--- config.mk ---
export PLATFORM = sky130hd
export DESIGN_NAME = uart_rx_mv
export DESIGN_NICKNAME = d
export VERILOG_FILES = /design/src/rtl/uart_rx_mv.sv
export SDC_FILE = /design/constraint.sdc
export NUM_CORES = 1
export LEC_CHECK = 0
export BUFFER_PORTS_ARGS = -buffer_cell sky130_fd_sc_hd__buf_4
export CAP_MARGIN = 20
export CORE_MARGIN = 5
export CORE_UTILIZATION = 52
export CTS_CLUSTER_DIAMETER = 150
export DETAILED_ROUTE_END_ITERATION = 16
export HOLD_SLACK_MARGIN = 0.15
export PLACE_DENSITY = 0.71
export SLEW_MARGIN = 0
export SYNTH_ARGS = -nofsm -noshare
export SYNTH_HDL_FRONTEND = slang
export SYNTH_SLANG_ARGS = --single-unit
--- constraint.sdc ---
create_clock -name clk -period 1.7 [get_ports clk]
set_input_delay 0.17 -clock clk [delete_from_list [all_inputs] [get_ports clk]]
set_output_delay 0.17 -clock clk [all_outputs]
set_load 0.02 [all_outputs]
--- src/rtl/uart_rx_mv.sv ---
// uart_rx_mv: oversampled UART receiver with 3-sample majority vote, runtime parity/stop
// selection and a valid/ready holding register. Define UART_RX_BREAK_DET_EN for break detection.
module uart_rx_mv #(
    parameter int unsigned DATA_WIDTH  = 8,
    parameter int unsigned OVERSAMPLE  = 16,
    parameter int unsigned SYNC_STAGES = 2
) (
    input  logic                  clk,
    input  logic                  rst,
    input  logic                  rx,
    input  logic                  sample_tick,
    input  logic [1:0]            parity_mode,
    input  logic                  two_stop,
    output logic [DATA_WIDTH-1:0] rx_data,
    output logic                  rx_valid,
    input  logic                  rx_ready,
    output logic                  parity_error,
    output logic                  framing_error,
    output logic                  overrun_error,
    output logic                  busy,
    output logic                  break_det
);
    localparam int unsigned CW = $clog2(OVERSAMPLE);
    localparam int unsigned BW = $clog2(DATA_WIDTH);
    localparam logic [CW-1:0] MID_LO   = CW'(OVERSAMPLE / 2 - 1);
    localparam logic [CW-1:0] MID      = CW'(OVERSAMPLE / 2);
    localparam logic [CW-1:0] MID_HI   = CW'(OVERSAMPLE / 2 + 1);
    localparam logic [CW-1:0] LAST     = CW'(OVERSAMPLE - 1);
    localparam logic [BW-1:0] LAST_BIT = BW'(DATA_WIDTH - 1);
`ifdef UART_RX_BREAK_DET_EN
    localparam bit BREAK_EN = 1'b1;
`else
    localparam bit BREAK_EN = 1'b0;
`endif

    typedef enum logic [2:0] {IDLE, START, DATA, PARITY, STOP, WAIT_HIGH} state_t;

    state_t                  state_q, state_d;
    logic [SYNC_STAGES-1:0]  sync_q, sync_d;
    logic [CW-1:0]           cnt_q, cnt_d;
    logic [BW-1:0]           bit_idx_q, bit_idx_d;
    logic                    stop_idx_q, stop_idx_d;
    logic                    v0_q, v0_d, v1_q, v1_d;
    logic [DATA_WIDTH-1:0]   shift_q, shift_d;
    logic                    par_err_q, par_err_d;
    logic                    zero_q, zero_d;
    logic                    stop_err_q, stop_err_d;
    logic                    par_en_q, par_en_d, par_odd_q, par_odd_d;
    logic                    cfg_two_stop_q, cfg_two_stop_d;
    logic [DATA_WIDTH-1:0]   rx_data_q, rx_data_d;
    logic                    rx_valid_q, rx_valid_d;
    logic                    pe_q, pe_d, fe_q, fe_d, ov_q, ov_d;
    logic                    break_det_q, break_det_d;
    logic                    rx_s, vote, commit, commit_fe, break_hit;

    always_comb begin
        sync_d = {sync_q[SYNC_STAGES-2:0], rx};
        rx_s   = sync_q[SYNC_STAGES-1];
        vote   = (v0_q & v1_q) | (v0_q & rx_s) | (v1_q & rx_s);
    end

    always_ff @(posedge clk) begin
        if (!rst) begin
            state_q        <= IDLE;
            sync_q         <= '1;
            cnt_q          <= '0;
            bit_idx_q      <= '0;
            stop_idx_q     <= 1'b0;
            v0_q           <= 1'b1;
            v1_q           <= 1'b1;
            shift_q        <= '0;
            par_err_q      <= 1'b0;
            zero_q         <= 1'b0;
            stop_err_q     <= 1'b0;
            par_en_q       <= 1'b0;
            par_odd_q      <= 1'b0;
            cfg_two_stop_q <= 1'b0;
            rx_data_q      <= '0;
            rx_valid_q     <= 1'b0;
            pe_q           <= 1'b0;
            fe_q           <= 1'b0;
            ov_q           <= 1'b0;
            break_det_q    <= 1'b0;
        end else begin
            state_q        <= state_d;
            sync_q         <= sync_d;
            cnt_q          <= cnt_d;
            bit_idx_q      <= bit_idx_d;
            stop_idx_q     <= stop_idx_d;
            v0_q           <= v0_d;
            v1_q           <= v1_d;
            shift_q        <= shift_d;
            par_err_q      <= par_err_d;
            zero_q         <= zero_d;
            stop_err_q     <= stop_err_d;
            par_en_q       <= par_en_d;
            par_odd_q      <= par_odd_d;
            cfg_two_stop_q <= cfg_two_stop_d;
            rx_data_q      <= rx_data_d;
            rx_valid_q     <= rx_valid_d;
            pe_q           <= pe_d;
            fe_q           <= fe_d;
            ov_q           <= ov_d;
            break_det_q    <= break_det_d;
        end
    end

    always_comb begin
        state_d        = state_q;
        cnt_d          = cnt_q;
        bit_idx_d      = bit_idx_q;
        stop_idx_d     = stop_idx_q;
        v0_d           = v0_q;
        v1_d           = v1_q;
        shift_d        = shift_q;
        par_err_d      = par_err_q;
        zero_d         = zero_q;
        stop_err_d     = stop_err_q;
        par_en_d       = par_en_q;
        par_odd_d      = par_odd_q;
        cfg_two_stop_d = cfg_two_stop_q;
        commit         = 1'b0;
        commit_fe      = 1'b0;
        break_hit      = 1'b0;
        if (sample_tick) begin
            if (state_q != IDLE) begin
                cnt_d = (cnt_q == LAST) ? '0 : cnt_q + 1'b1;
                if (cnt_q == MID_LO) v0_d = rx_s;
                if (cnt_q == MID)    v1_d = rx_s;
            end
            unique case (state_q)
                IDLE: if (!rx_s) begin
                    state_d        = START;
                    cnt_d          = '0;
                    bit_idx_d      = '0;
                    stop_idx_d     = 1'b0;
                    par_err_d      = 1'b0;
                    stop_err_d     = 1'b0;
                    zero_d         = 1'b1;
                    par_en_d       = (parity_mode == 2'b01) || (parity_mode == 2'b10);
                    par_odd_d      = (parity_mode == 2'b10);
                    cfg_two_stop_d = two_stop;
                end
                START: begin
                    if (cnt_q == MID_HI && vote) state_d = IDLE;
                    else if (cnt_q == LAST)      state_d = DATA;
                end
                DATA: begin
                    if (cnt_q == MID_HI) begin
                        shift_d = {vote, shift_q[DATA_WIDTH-1:1]};
                        zero_d  = zero_q & ~vote;
                    end
                    if (cnt_q == LAST) begin
                        if (bit_idx_q == LAST_BIT) state_d = par_en_q ? PARITY : STOP;
                        else                       bit_idx_d = bit_idx_q + 1'b1;
                    end
                end
                PARITY: begin
                    if (cnt_q == MID_HI) begin
                        par_err_d = (^{shift_q, vote}) ^ par_odd_q;
                        zero_d    = zero_q & ~vote;
                    end
                    if (cnt_q == LAST) state_d = STOP;
                end
                STOP: begin
                    // Last stop bit commits at its vote; the rest of the bit is not waited out.
                    if (cnt_q == MID_HI) begin
                        stop_err_d = stop_err_q | ~vote;
                        if (BREAK_EN && !stop_idx_q && zero_q && !vote) begin
                            break_hit = 1'b1;
                            state_d   = WAIT_HIGH;
                        end else if (stop_idx_q || !cfg_two_stop_q) begin
                            commit    = 1'b1;
                            commit_fe = stop_err_q | ~vote;
                            state_d   = (stop_err_q || !vote) ? WAIT_HIGH : IDLE;
                        end
                    end else if (cnt_q == LAST) begin
                        stop_idx_d = 1'b1;
                    end
                end
                WAIT_HIGH: if (rx_s) state_d = IDLE;
                default: state_d = IDLE;
            endcase
        end
    end

    always_comb begin
        rx_data_d   = rx_data_q;
        rx_valid_d  = rx_valid_q;
        pe_d        = pe_q;
        fe_d        = fe_q;
        ov_d        = ov_q;
        break_det_d = break_hit;
        if (commit) begin
            if (!rx_valid_q || rx_ready) begin
                rx_data_d  = shift_q;
                pe_d       = par_err_q;
                fe_d       = commit_fe;
                rx_valid_d = 1'b1;
                ov_d       = 1'b0;
            end else begin
                ov_d = 1'b1;
            end
        end else if (rx_valid_q && rx_ready) begin
            rx_valid_d = 1'b0;
            pe_d       = 1'b0;
            fe_d       = 1'b0;
            ov_d       = 1'b0;
        end
    end

    assign rx_data       = rx_data_q;
    assign rx_valid      = rx_valid_q;
    assign parity_error  = pe_q;
    assign framing_error = fe_q;
    assign overrun_error = ov_q;
    assign busy          = (state_q != IDLE);
    assign break_det     = break_det_q;
endmodule

# [After elaboration in Yosys (flattened, before gate mapping)]
# Index checks and enable logic that the tools add are counted.
[word_totals] regBits=40 input_bits=8
[classes] muxes=45 bitwise_logic=9 reduce_logical=27 n_eq_ne=25 n_addsub=2
[ops] operator="$mux W3" n=14
[ops] operator="$mux W1" n=22
[ops] operator="$ne A2 B2 Y1 const B" n=11
[ops] operator="$pmux W3 S6" n=1
[ops] operator="$mux W4" n=4
[ops] operator="$eq A4 B4 Y1 const B" n=3
[ops] operator="$reduce_and A3 Y1" n=4
[ops] operator="$reduce_and A5 Y1" n=2
[ops] operator="$eq A3 B3 Y1 const B" n=3
[ops] operator="$reduce_and A9 Y1" n=1
[ops] operator="$reduce_xor A9 Y1" n=1
[ops] operator="$reduce_and A4 Y1" n=2
[ops] operator="$reduce_bool A2 Y1" n=4
[ops] operator="$eq A3 B2 Y1 const B" n=2
[ops] operator="$pmux W1 S2" n=3
[ops] operator="$pmux W3 S2" n=1
[ops] operator="$add A4 B1 Y4 const B" n=1
[ops] operator="$eq A4 B3 Y1 const B" n=1
[ops] operator="$logic_or A1 B1 Y1" n=4
[ops] operator="$reduce_and A2 Y1" n=2
[ops] operator="$add A3 B1 Y3 const B" n=1
[ops] operator="$and A1 B1 Y1" n=3
[ops] operator="$eq A3 B1 Y1 const B" n=1
[ops] operator="$logic_not A1 Y1" n=3
[ops] operator="other kinds (10)" n=14

# [Depth between registers and ports, before layout]
# Gate-level depths: netlist (run 1).
[logic_depth] word_depth=11 ltp_mapped=7

# [Worst setup path after synthesis (run 1)]
# No wires, ideal clock.
[synth_timing] path_kind="register to register" start="register state_q[2]" end="register par_en_q" required_ps=1585 synth_period_minus_slack_ps=1818 slack_ps=-118 arrival_ps=1703 path_buffers=2 setup_ps=115 path_stages_with_launch=7 cell_sequence="dfxtp_1 clkbuf_1 or3_1 or3_1 clkbuf_1 mux2i_1 and2_1"
[synth_via] elab_chain_cells=2
[synth_rtl] element="start, declared" line_no="38" source="state_t state_q, state_d;"
[synth_rtl] element="start signal, assigned" line_no="85" source="state_q <= state_d;"
[synth_rtl] element="$logic_not A3 Y1" line_no="131" source="unique case (state_q)"
[synth_rtl] element="$reduce_and A3 Y1 (no source line)"
[synth_rtl] element="end signal, assigned" line_no="96" source="par_en_q <= par_en_d;"
[synth_rtl] element="end, declared" line_no="48" source="logic par_en_q, par_en_d, par_odd_q, par_odd_d;"
# Every way passes these cells.
# A chain may end at the register's enable or synchronous reset.

# [Final worst setup path (run 1)]
[layout_timing] start="register cnt_q[1]" end="register pe_q, in the netlist parity_error"
[layout_via] elab_chain_cells=6
[layout_rtl] element="start, declared" line_no="40" source="logic [CW-1:0] cnt_q, cnt_d;"
[layout_rtl] element="start signal, assigned" line_no="87" source="cnt_q <= cnt_d;"
[layout_rtl] element="$eq A4 B4 Y1 (*)" line_no="167" source="if (cnt_q == MID_HI) begin"
[layout_rtl] element="$mux W1 (*)" line_no="167"
[layout_rtl] element="$mux W1 (*)" line_no="131"
[layout_rtl] element="$mux W1 (*)" line_no="125" source="if (sample_tick) begin"
[layout_rtl] element="$ne A2 B1 Y1 (no source line) or $reduce_bool A2 Y1 (tied branches)"
[layout_rtl] element="$reduce_and A2 Y1 (no source line)"
[layout_rtl] element="end signal, assigned" line_no="101" source="pe_q <= pe_d;"
[layout_rtl] element="end, declared" line_no="52" source="logic pe_q, pe_d, fe_q, fe_d, ov_q, ov_d;"
# Every way passes the cells marked *; elsewhere a longest branch is shown, timed or not.

==> results by group, run 1 <==
Run status
  • Status: finished with violations
  • Failing checks: setup timing

Global route
  • Global Route Usage Sum: 19.2%
  • Vias in the first global route: 1,786
  • Overflow after GRT: 0
  • Largest net degree at the start of global routing: 43
  • Initial antenna violation count: 0
  • First-pass GRT wire length: 8.05 mm

Cells and area
  • # nets final: 287
  • Layout cell share with drive strength beyond 1: 35.0%
  • Fillers: 281
  • N_diodes: 0
  • Area grow syn2layout: 36.7%

Timing
  • Hold Slack: 0.227 ns
  • Max Fclk: 0.579 GHz
  • Clock Skews: 0.00576 ns
  • Worst setup margin: -0.0281 ns
  • RSZ-0062 raised after global routing: yes
  • Worst Tran Pin Value: 0.576 ns
  • Final setup viols: 6
  • Fin. Hold Viols: 0
  • Crit share post-route: 102%
  • Worst slew margin: about three fifths
  • Final Critical Period: 1.73 ns
  • Max Slew Vio Count: 0

Drt
  • Wire per inst: ~15 microns
  • Final wirelength: around 4.9 mm
  • DRT antenna net count: 0
  • 1st-iter DRT viols: 43
  • DR vias/cell: 5.60
  • Vias: around 1,800
  • Remaining routing DRC violations: 0
  • Number of iterations in the first detailed-routing pass: 4

Clock tree
  • CTS tree: done
  • Reg clk slew, reported paths: 0.08 ns
  • Clk root buf: clkbuf_8
  • Clk buf depth: 2
  • TritonCTS buffer count: 5
  • Clock Latency Late Sink: 0.29 ns
  • Clk sinks: 40
  • H-tree depth: 2

Power
  • P_int: 1.44 mW
  • Switching share of power: 23.4%
  • Power, Total: roughly 1.9 mW
  • Flop pwr share: 50.4%
  • Worst vdd ir: 916 uV
  • P_leak: 1.12 nW
  • Switch Pwr: 0.442 mW
  • Comb pwr share: under 10%
  • Clock share of power: 41.1%
  • PD cells: 673 nW/um^2

Yosys
  • Sequential area share after synthesis: ~39%
  • Top FF cell, synth: dfxtp_1
  • Warnings, synthesis: 0
  • Synth Instances: approximately 220
  • Average size of a mapped cell: 9.20 sq um
  • Seq cells post-synth: 40
  • Post-synth ARST share: 0%
  • Post-Syn Nets: 237
  • Mapped Area: 2050 sq um
  • Post-synth EDFFs: 0
  • Cell variety after synth: 53

Critical path
  • Arr. time, crit path: 1.97 ns
  • Kind of cell adding the most delay to the critical path: simple AND/OR/NAND/NOR gates
  • Crit path cell chain: inv_2 -> ha_4 -> nand4b_1 -> buf_4 -> or4b_1 -> a21oi_1 -> o21a_1
  • Crit Path Class: reg -> reg
  • Worst Setup End Kind: register
  • CP max stage delay: 0.50 ns
  • WP data required: 1.94 ns
  • CP max stage cell: or4b_1
  • Worst Path Max Fanout: 3
  • Crit start category: register
  • WP buf/inv: 2

Floorplanning
  • Number of top-level pins: 22
  • Die area: 5300 sq um
  • Row count: 22
  • Total core area: 3740 sq um
  • Chip height: 72.8 microns
  • Starting density of the core: 54.8%
  • Die width: 72.8 microns

Flow run
  • Max cap viols: 0

Place
  • Gpl congestion: 0.795
  • Port Buffers: 20
  • Post-DP HPWL: around 3.3 mm
  • Worst slack at placement: -0.117 ns

Hold path
  • Worst Hold Class: in -> reg
flip-flops by register name, indices dropped and copies added, names as in the netlist, 2 cells and up:
name and flops:
sync_q 2, state_q 3, cnt_q 4, shift_q 8, bit_idx_q 3, rx_data 8
cells in the mapped netlist, types with 3 or more instances:
cell | number | area (sq um)
o211ai_1 | 3 | 22.5
nand4b_1 | 3 | 26.3
clkbuf_1 | 10 | 37.5
nand2_1 | 20 | 75.1
dfxtp_1 | 40 | 801
a21boi_1 | 12 | 90.1
ha_1 | 6 | 75.1
xnor2_1 | 6 | 52.6
nor2_1 | 3 | 11.3
inv_1 | 11 | 41.3
nand2b_1 | 5 | 31.3
a21oi_1 | 10 | 50.1
nor2b_1 | 14 | 87.6
o21a_1 | 3 | 22.5
mux2i_1 | 16 | 160
o21ai_0 | 10 | 50.1
or3_1 | 5 | 31.3
logic make-up (layout without fill, tap and decap cells):
| family | Yosys count | after routing | share of synthesized area, % |
|---|---|---|---|
| xor+xnor | 8 | 8 | 4.09 |
| simple gates | 67 | 67 | 19.3 |
| buf+inv | 26 | 77 | 5.80 |
| mux | 16 | 16 | 7.81 |
| flops | 40 | 40 | 39.0 |
| other cells | 1 | 1 | 0.183 |
| compound gates | 58 | 58 | 19.6 |
| fa+ha+maj | 7 | 7 | 4.15 |
final timing paths:
kind	start	endpoint	slack [ns]	cells past startpoint
worst max-delay path	cnt_q[1]	parity_error	-0.03	7
worst min register to register	sync_q[0]	sync_q[1]	0.42	1
worst max register to register	cnt_q[1]	parity_error	-0.03	7
worst min-delay path	rst	v0_q	0.23	2
cell type report:
cell class / instances / area [sq um] / area share (%)
multi-input cells: 157 / 1310 / 46.8
flip-flops and latches: 40 / 817 / 29.1
repair buffers: 58 / 458 / 16.3
clock buffers: 7 / 108 / 3.84
well taps: 48 / 60.1 / 2.14
inverters: 11 / 41.3 / 1.47
clock inverters: 1 / 8.76 / 0.312
metal layers:
metal / vias to the layer above / wire, microns / global-route usage, %
met5: - / 0 / 0
met4: 0 / 83 / 5.53
met3: 10 / 185 / 4.96
met2: 35 / 2550 / 34.5
met1: 872 / 2110 / 22.2
li1: 885 / - / -
stage by stage:
step	util, %	setup TNS (ns)	area (sq um)	instances
after global placement	64.0	-0.533	2390	301
final	74.9	-0.0739	2800	322
after detailed placement	64.0	-1.19	2390	301
after global routing	74.9	-0.695	2800	322
after floorplan	-	-0.487	2080	223
after CTS	70.4	-0.236	2640	315
worst register-to-register path, cell delays in order (launching register included):
cell	delay, ns
dfxtp_2	0.33
inv_2	0.07
ha_4	0.13
nand4b_1	0.18
buf_4	0.21
or4b_1	0.50
a21oi_1	0.14
o21a_1	0.12
cell usage in the layout, fill, tap and decap left out, types with 2 or more instances in the layout:
master,Yosys,layout
o21a_1,3,3
clkbuf_8,0,6
nor2_1,3,3
ha_1,6,2
o21ai_1,2,2
dfxtp_2,0,4
mux2i_1,16,16
a21boi_1,12,12
nand4b_1,3,3
nand2b_1,5,5
or3_1,5,3
buf_4,1,51
dfxtp_1,40,33
dlygate4sd3_1,0,3
or3b_4,0,2
o211ai_1,3,3
xnor2_1,6,6
nand2_1,20,20
a21oi_1,10,9
nor2b_1,14,14
inv_1,11,10
ha_4,0,4
o21ai_0,10,10
buf_6,2,4
or3_4,0,2
dfxtp_4,0,3
repair_timing:
action,in CTS,in global routing
setup endpoints to repair,17,24
resized for setup,14,26
setup buffers,3,7
hold buffers,3,0
endpoints found under the hold margin,3,0
pin swaps,6,10
power groups by stage:
stage          logic (mW)  registers [mW]  clock network [mW]
4_1_cts             0.144           0.951               0.780
3_5_place_dp        0.128           0.974                   0
5_1_grt             0.175           0.952               0.832
3_3_place_gp        0.124           0.973                   0
2_1_floorplan      0.0855           0.971                   0
6_report            0.161           0.950               0.775
Power figures use the tool's default switching activity.
==> inputs of run 2 (changes only) <==
ABC_AREA = 1   (was not set)
==> results by group, run 2 <==
Timing
  • Setup_tns: 0 ns
  • Crit share post-route: 92.0%
  • Fin. Hold Viols: 0
  • Clock Skews: 0.00510 ns
  • Final setup viols: 0
  • Final Critical Period: 1.56 ns
  • Max Slew Vio Count: 0
  • Max Fclk: 0.640 GHz
  • Hold Slack: 0.179 ns

Place
  • Port Buffers: 20
  • Placed Cells: 339
  • Gpl congestion: 0.897
  • Post-DP HPWL: 2.95 mm

Power
  • P_leak: 1.03 nW
  • PD cells: 1090 nW/um^2
  • Power, Total: 2.54 mW
  • Worst vdd ir: between 500 and 600 uV

Floorplanning
  • Die area: ~5100 sq um
  • Die width: 71.3 microns
  • Chip height: 71.3 microns
  • Number of top-level pins: 22
  • Total core area: 3660 sq um
  • Starting density of the core: 53.3%
  • Row count: 22

Clock tree
  • H-tree depth: 2
  • Clk root buf: clkbuf_8
  • TritonCTS buffer count: 5
  • Clk buf depth: 2
  • Reg clk slew, reported paths: 0.07 ns
  • Clk sinks: 40
  • Clock Latency Late Sink: 0.30 ns
  • CTS tree: done

Cells and area
  • Final Core Density: between 60 and 70%
  • Most frequent cells in the layout: nand2_1 (50), inv_1 (38), dfxtp_1 (37)
  • Layout cell share with drive strength beyond 1: 19.5%
  • Fin cells: 350
  • Area grow syn2layout: 19.7%
  • # nets final: 315
  • Leading cell type in the layout, fill and taps excluded: nand2_1
  • N_diodes: 0
  • Fillers: 354

Global route
  • Global Route Usage Sum: ~18%
  • Largest net degree at the start of global routing: 30
  • Vias in the first global route: 1,644
  • Overflow after GRT: 0
  • First-pass GRT wire length: 7.16 mm
  • Initial antenna violation count: 0

Yosys
  • Synth Instances: between 200 and 300
  • Sequential area share after synthesis: 41.0%
  • Post-Syn Nets: 285
  • Yosys top cell by area: dfxtp_1
  • Post-synth ARST share: 0%
  • Warnings, synthesis: 0
  • Cell variety after synth: 36
  • Most instantiated cells after synthesis: nand2_1 (50), dfxtp_1 (40), inv_1 (39), a21oi_1 (28), nor2_1 (23)
  • Seq cells post-synth: 40
  • Post-synth EDFFs: 0
  • Top cells by area, synth: dfxtp_1 (41%), nand2_1 (9.6%), inv_1 (7.5%)
  • Mapped Area: 1950 sq um
  • Most numerous cell in the Yosys netlist: nand2_1
  • Average size of a mapped cell: 7.20 sq um
  • Synth top area share: between 40 and 50%
  • Top FF cell, synth: dfxtp_1

Critical path
  • Crit Path Class: reg -> reg
  • Worst Path Max Fanout: 7
  • Arr. time, crit path: around 1.8 ns
  • Worst Setup End Kind: register
  • WP data required: 1.90 ns
  • Crit start category: register
  • R2R depth: 11

Drt
  • Remaining routing DRC violations: 0
  • 1st-iter DRT viols: 114
  • DR vias/cell: 5.02
  • Vias: 1,756
  • Final wirelength: 4.02 mm
  • Wire per inst: 11.5 microns
  • Number of iterations in the first detailed-routing pass: 4
  • DRT antenna net count: 0

Hold path
  • Worst Hold Class: in -> reg
  • Depth of the worst hold-timing path: 4

Run status
  • Status: finished clean

Flow run
  • Max cap viols: 0
-- run 2: cell types whose count changed after synthesis, sizes merged, moves of 8 or more --
cell    delta
nand2     +34
inv       +32
nor2      +21
a21oi     +19
mux2i     -16
o21ai     +16
nand3     +14
nor2b     -14
a21boi    -12
clkbuf     -8
-- run 2: kinds of logic after synthesis --
| logic type | Yosys count | share of synthesized area [%] |
|---|---|---|
| XOR/XNOR | 2 | 0.898 |
| AO/OA/AOI/OAI | 68 | 19.9 |
| flip-flops | 40 | 41.0 |
| other | 1 | 0.192 |
| AND/OR/NAND/NOR | 103 | 23.8 |
| adder cells (fa/ha/maj) | 6 | 3.85 |
| buffers and inverters | 51 | 10.4 |
-- run 2: metal layers --
layer  wire length [microns]  GRT usage, %
met1                    1910          22.0
met2                    1870          28.4
met3                     182          4.35
met4                      63          7.72
met5                       0             0
-- run 2: path summary, 6_finish.rpt --
| check | slack [ns] | from | endpoint |
|---|---|---|---|
| hold / removal | 0.18 | rx_ready | rx_valid |
| setup / recovery | 0.14 | state_q[1] | cnt_q[3] |
| hold reg to reg | 0.41 | sync_q[0] | sync_q[1] |
| setup reg to reg | 0.14 | state_q[1] | cnt_q[3] |
-- run 2: repair_timing --
action	4_1_cts	5_1_grt
hold buffers	3	0
setup buffers	0	0
setup endpoints to repair	0	22
gates resized for setup	0	9
endpoints found under the hold margin	3	0
-- run 2: stage by stage --
step | setup WS [ns] | area [sq um]
floorplan | 0.218 | 1950
global placement | 0.133 | 2180
detailed placement | 0.102 | 2180
CTS | 0.0820 | 2310
global route | -0.00184 | 2340
finish | 0.137 | 2340
-- run 2: cell type report --
cell class                      instances  area (sq um)  share of cell area [%]
Multi-Input combinational cell        180           963                    41.2
Sequential cell                        40           805                    34.4
Timing Repair Buffer                   30           236                    10.1
Tap cell                               48          60.1                    2.57
Inverter                               44           165                    7.07
Clock buffer                            6          72.6                    3.10
Clock inverter                          2          35.0                    1.50
-- run 2: power breakdown --
part           switching, mW  internal (mW)  leakage [nW]  total [mW]
clock network          0.322          0.435        0.0552       0.757
registers             0.0735           1.01         0.325        1.08
logic                  0.450          0.251         0.647       0.701
-- run 2: critical path, stage by stage, from the launching register on --
cell,delay (ns)
dfxtp_1,0.48
nor2_2,0.12
nand2_4,0.14
nand2_4,0.09
o21ai_4,0.09
nand2_2,0.09
nor2_4,0.15
inv_2,0.06
nand2_1,0.10
a21oi_2,0.04
nand2_1,0.06
inv_1,0.03
==> inputs of run 3 (changes only) <==
CORE_UTILIZATION = 62   (was 52)
PLACE_DENSITY = 0.8   (was 0.71)
RECOVER_POWER = 50   (was not set)
clock period = 1.8 ns   (was 1.7 ns; I/O delays follow)
==> results by group, run 3 (same netlist as run 2, synthesis figures left out) <==
Clock tree
  • Clock Latency Late Sink: 0.36 ns
  • Clk sinks: 40
  • Clk root buf: clkbuf_4
  • Reg clk slew, reported paths: 0.12 ns
  • CTS tree: done
  • Post-CTS setup buffer count: 0
  • H-tree depth: 2
  • TritonCTS buffer count: 5
  • Clk buf depth: 2

Timing
  • Fin. Hold Viols: 0
  • Final setup viols: 0
  • Max Fclk: 0.627 GHz
  • Hold Slack: 0.174 ns
  • Setup_tns: 0 ns
  • Final Critical Period: 1.59 ns
  • Max Slew Vio Count: 0
  • Crit share post-route: a little under 90%
  • Clock Skews: 0.0172 ns
  • RSZ-0062 raised after global routing: no
  • Worst setup margin: 0.206 ns

Cells and area
  • Post-route cell area: between 2000 and 2500 sq um
  • Area grow syn2layout: 14.6%
  • Final Core Density: 73.8%
  • # nets final: 316
  • Area of the multi-input gates: slightly below 1000 sq um
  • Register Area: 801 sq um
  • Most frequent cells in the layout: nand2_1 (49), dfxtp_1 (40), inv_1 (39)
  • Leading cell type in the layout, fill and taps excluded: nand2_1
  • Layout cell share with drive strength beyond 1: 13.5%
  • Fillers: 282
  • Fin cells: 347
  • N_diodes: 0

Critical path
  • R2R depth: 9
  • Arr. time, crit path: around 1.9 ns
  • WP data required: approximately 2.1 ns
  • Crit Path Class: reg -> reg
  • Worst Path Max Fanout: 5
  • Crit start category: register
  • Worst Setup End Kind: register

Drt
  • Number of iterations in the first detailed-routing pass: 6
  • Wire per inst: 12.2 microns
  • Remaining routing DRC violations: 0
  • DR vias/cell: 5.16
  • Vias: 1,790
  • 1st-iter DRT viols: between 150 and 200
  • DRT antenna net count: 0
  • Final wirelength: between 4 and 5 mm

Power
  • Power, Total: about 2.2 mW
  • PD cells: 973 nW/um^2
  • P_leak: 0.957 nW
  • Worst vdd ir: ~510 uV

Global route
  • Overflow after GRT: 0
  • Vias in the first global route: 1,630
  • Global Route Usage Sum: 21.4%
  • First-pass GRT wire length: 7.15 mm
  • Initial antenna violation count: 0
  • Largest net degree at the start of global routing: 29

Floorplanning
  • Row count: 20
  • Total core area: approximately 3000 sq um
  • Die width: 66.1 microns
  • Number of top-level pins: 22
  • Chip height: 66.1 microns
  • Die area: about 4400 sq um
  • Starting density of the core: roughly 64%

Place
  • Placed Cells: 334
  • Post-DP HPWL: ~3.0 mm
  • Port Buffers: 20
  • Placed Area: 2160 sq um
  • Worst slack at placement: 0.0452 ns
  • Gpl congestion: 0.878

Hold path
  • Depth of the worst hold-timing path: 3
  • Worst Hold Class: in -> reg

Flow run
  • Max cap viols: 0

Run status
  • Status: finished clean
-- run 3: cell count changes in the layout (fill, tap and decap cells not counted), moves of 2 or more --
| cell | previous run | this run |
|---|---|---|
| buf_4 | 26 | 12 |
| clkbuf_4 | 0 | 5 |
| dfxtp_2 | 3 | 0 |
| dfxtp_1 | 37 | 40 |
| clkbuf_1 | 1 | 14 |
| clkbuf_8 | 5 | 1 |
| dlygate4sd3_1 | 3 | 5 |
-- run 3: report_power, final --
part	internal (mW)	leakage, nW	switching, mW
clock	0.186	0.0380	0.302
sequential	0.950	0.324	0.0669
combinational	0.233	0.595	0.437
total	1.37	0.957	0.807
-- run 3: worst paths after layout --
kind,slack (ns),from,end
setup / recovery,0.21,cnt_q[1],bit_idx_q[0]
hold / removal,0.17,sample_tick,cnt_q[0]
setup reg to reg,0.21,cnt_q[1],bit_idx_q[0]
hold reg to reg,0.42,sync_q[0],sync_q[1]
-- run 3: repair_timing --
action | 4_1_cts | 5_1_grt
setup endpoints to repair | 0 | 16
hold buffers | 5 | 0
hold endpoints to repair | 5 | 0
resized for setup | 0 | 4
-- run 3: final cells by class --
cell class / instances / share of cell area (%)
multi-input combinational: 180 / 43.0
sequential: 40 / 35.8
timing repair buffer: 31 / 8.62
inverter: 44 / 7.39
tap: 44 / 2.46
clock buffer: 6 / 2.29
clock inverter: 2 / 0.448
-- run 3: metal layers --
layer | part of all wire, % | vias up | track usage [%]
li1 | - | 941 | -
met2 | 46 | 42 | 35.3
met1 | 47 | 799 | 26.1
met5 | 0 | - | 0
met4 | 1.6 | 0 | 7.87
met3 | 5.2 | 8 | 6.46
-- run 3: critical path: stages, from the launching register on --
cell and delay, ns:
dfxtp_1 0.40, ha_1 0.20, nand2_1 0.15, nor2_4 0.19
nor2_1 0.07, nor2_1 0.11, nand2_1 0.11, inv_2 0.09
o21ai_0 0.08, o211a_1 0.11
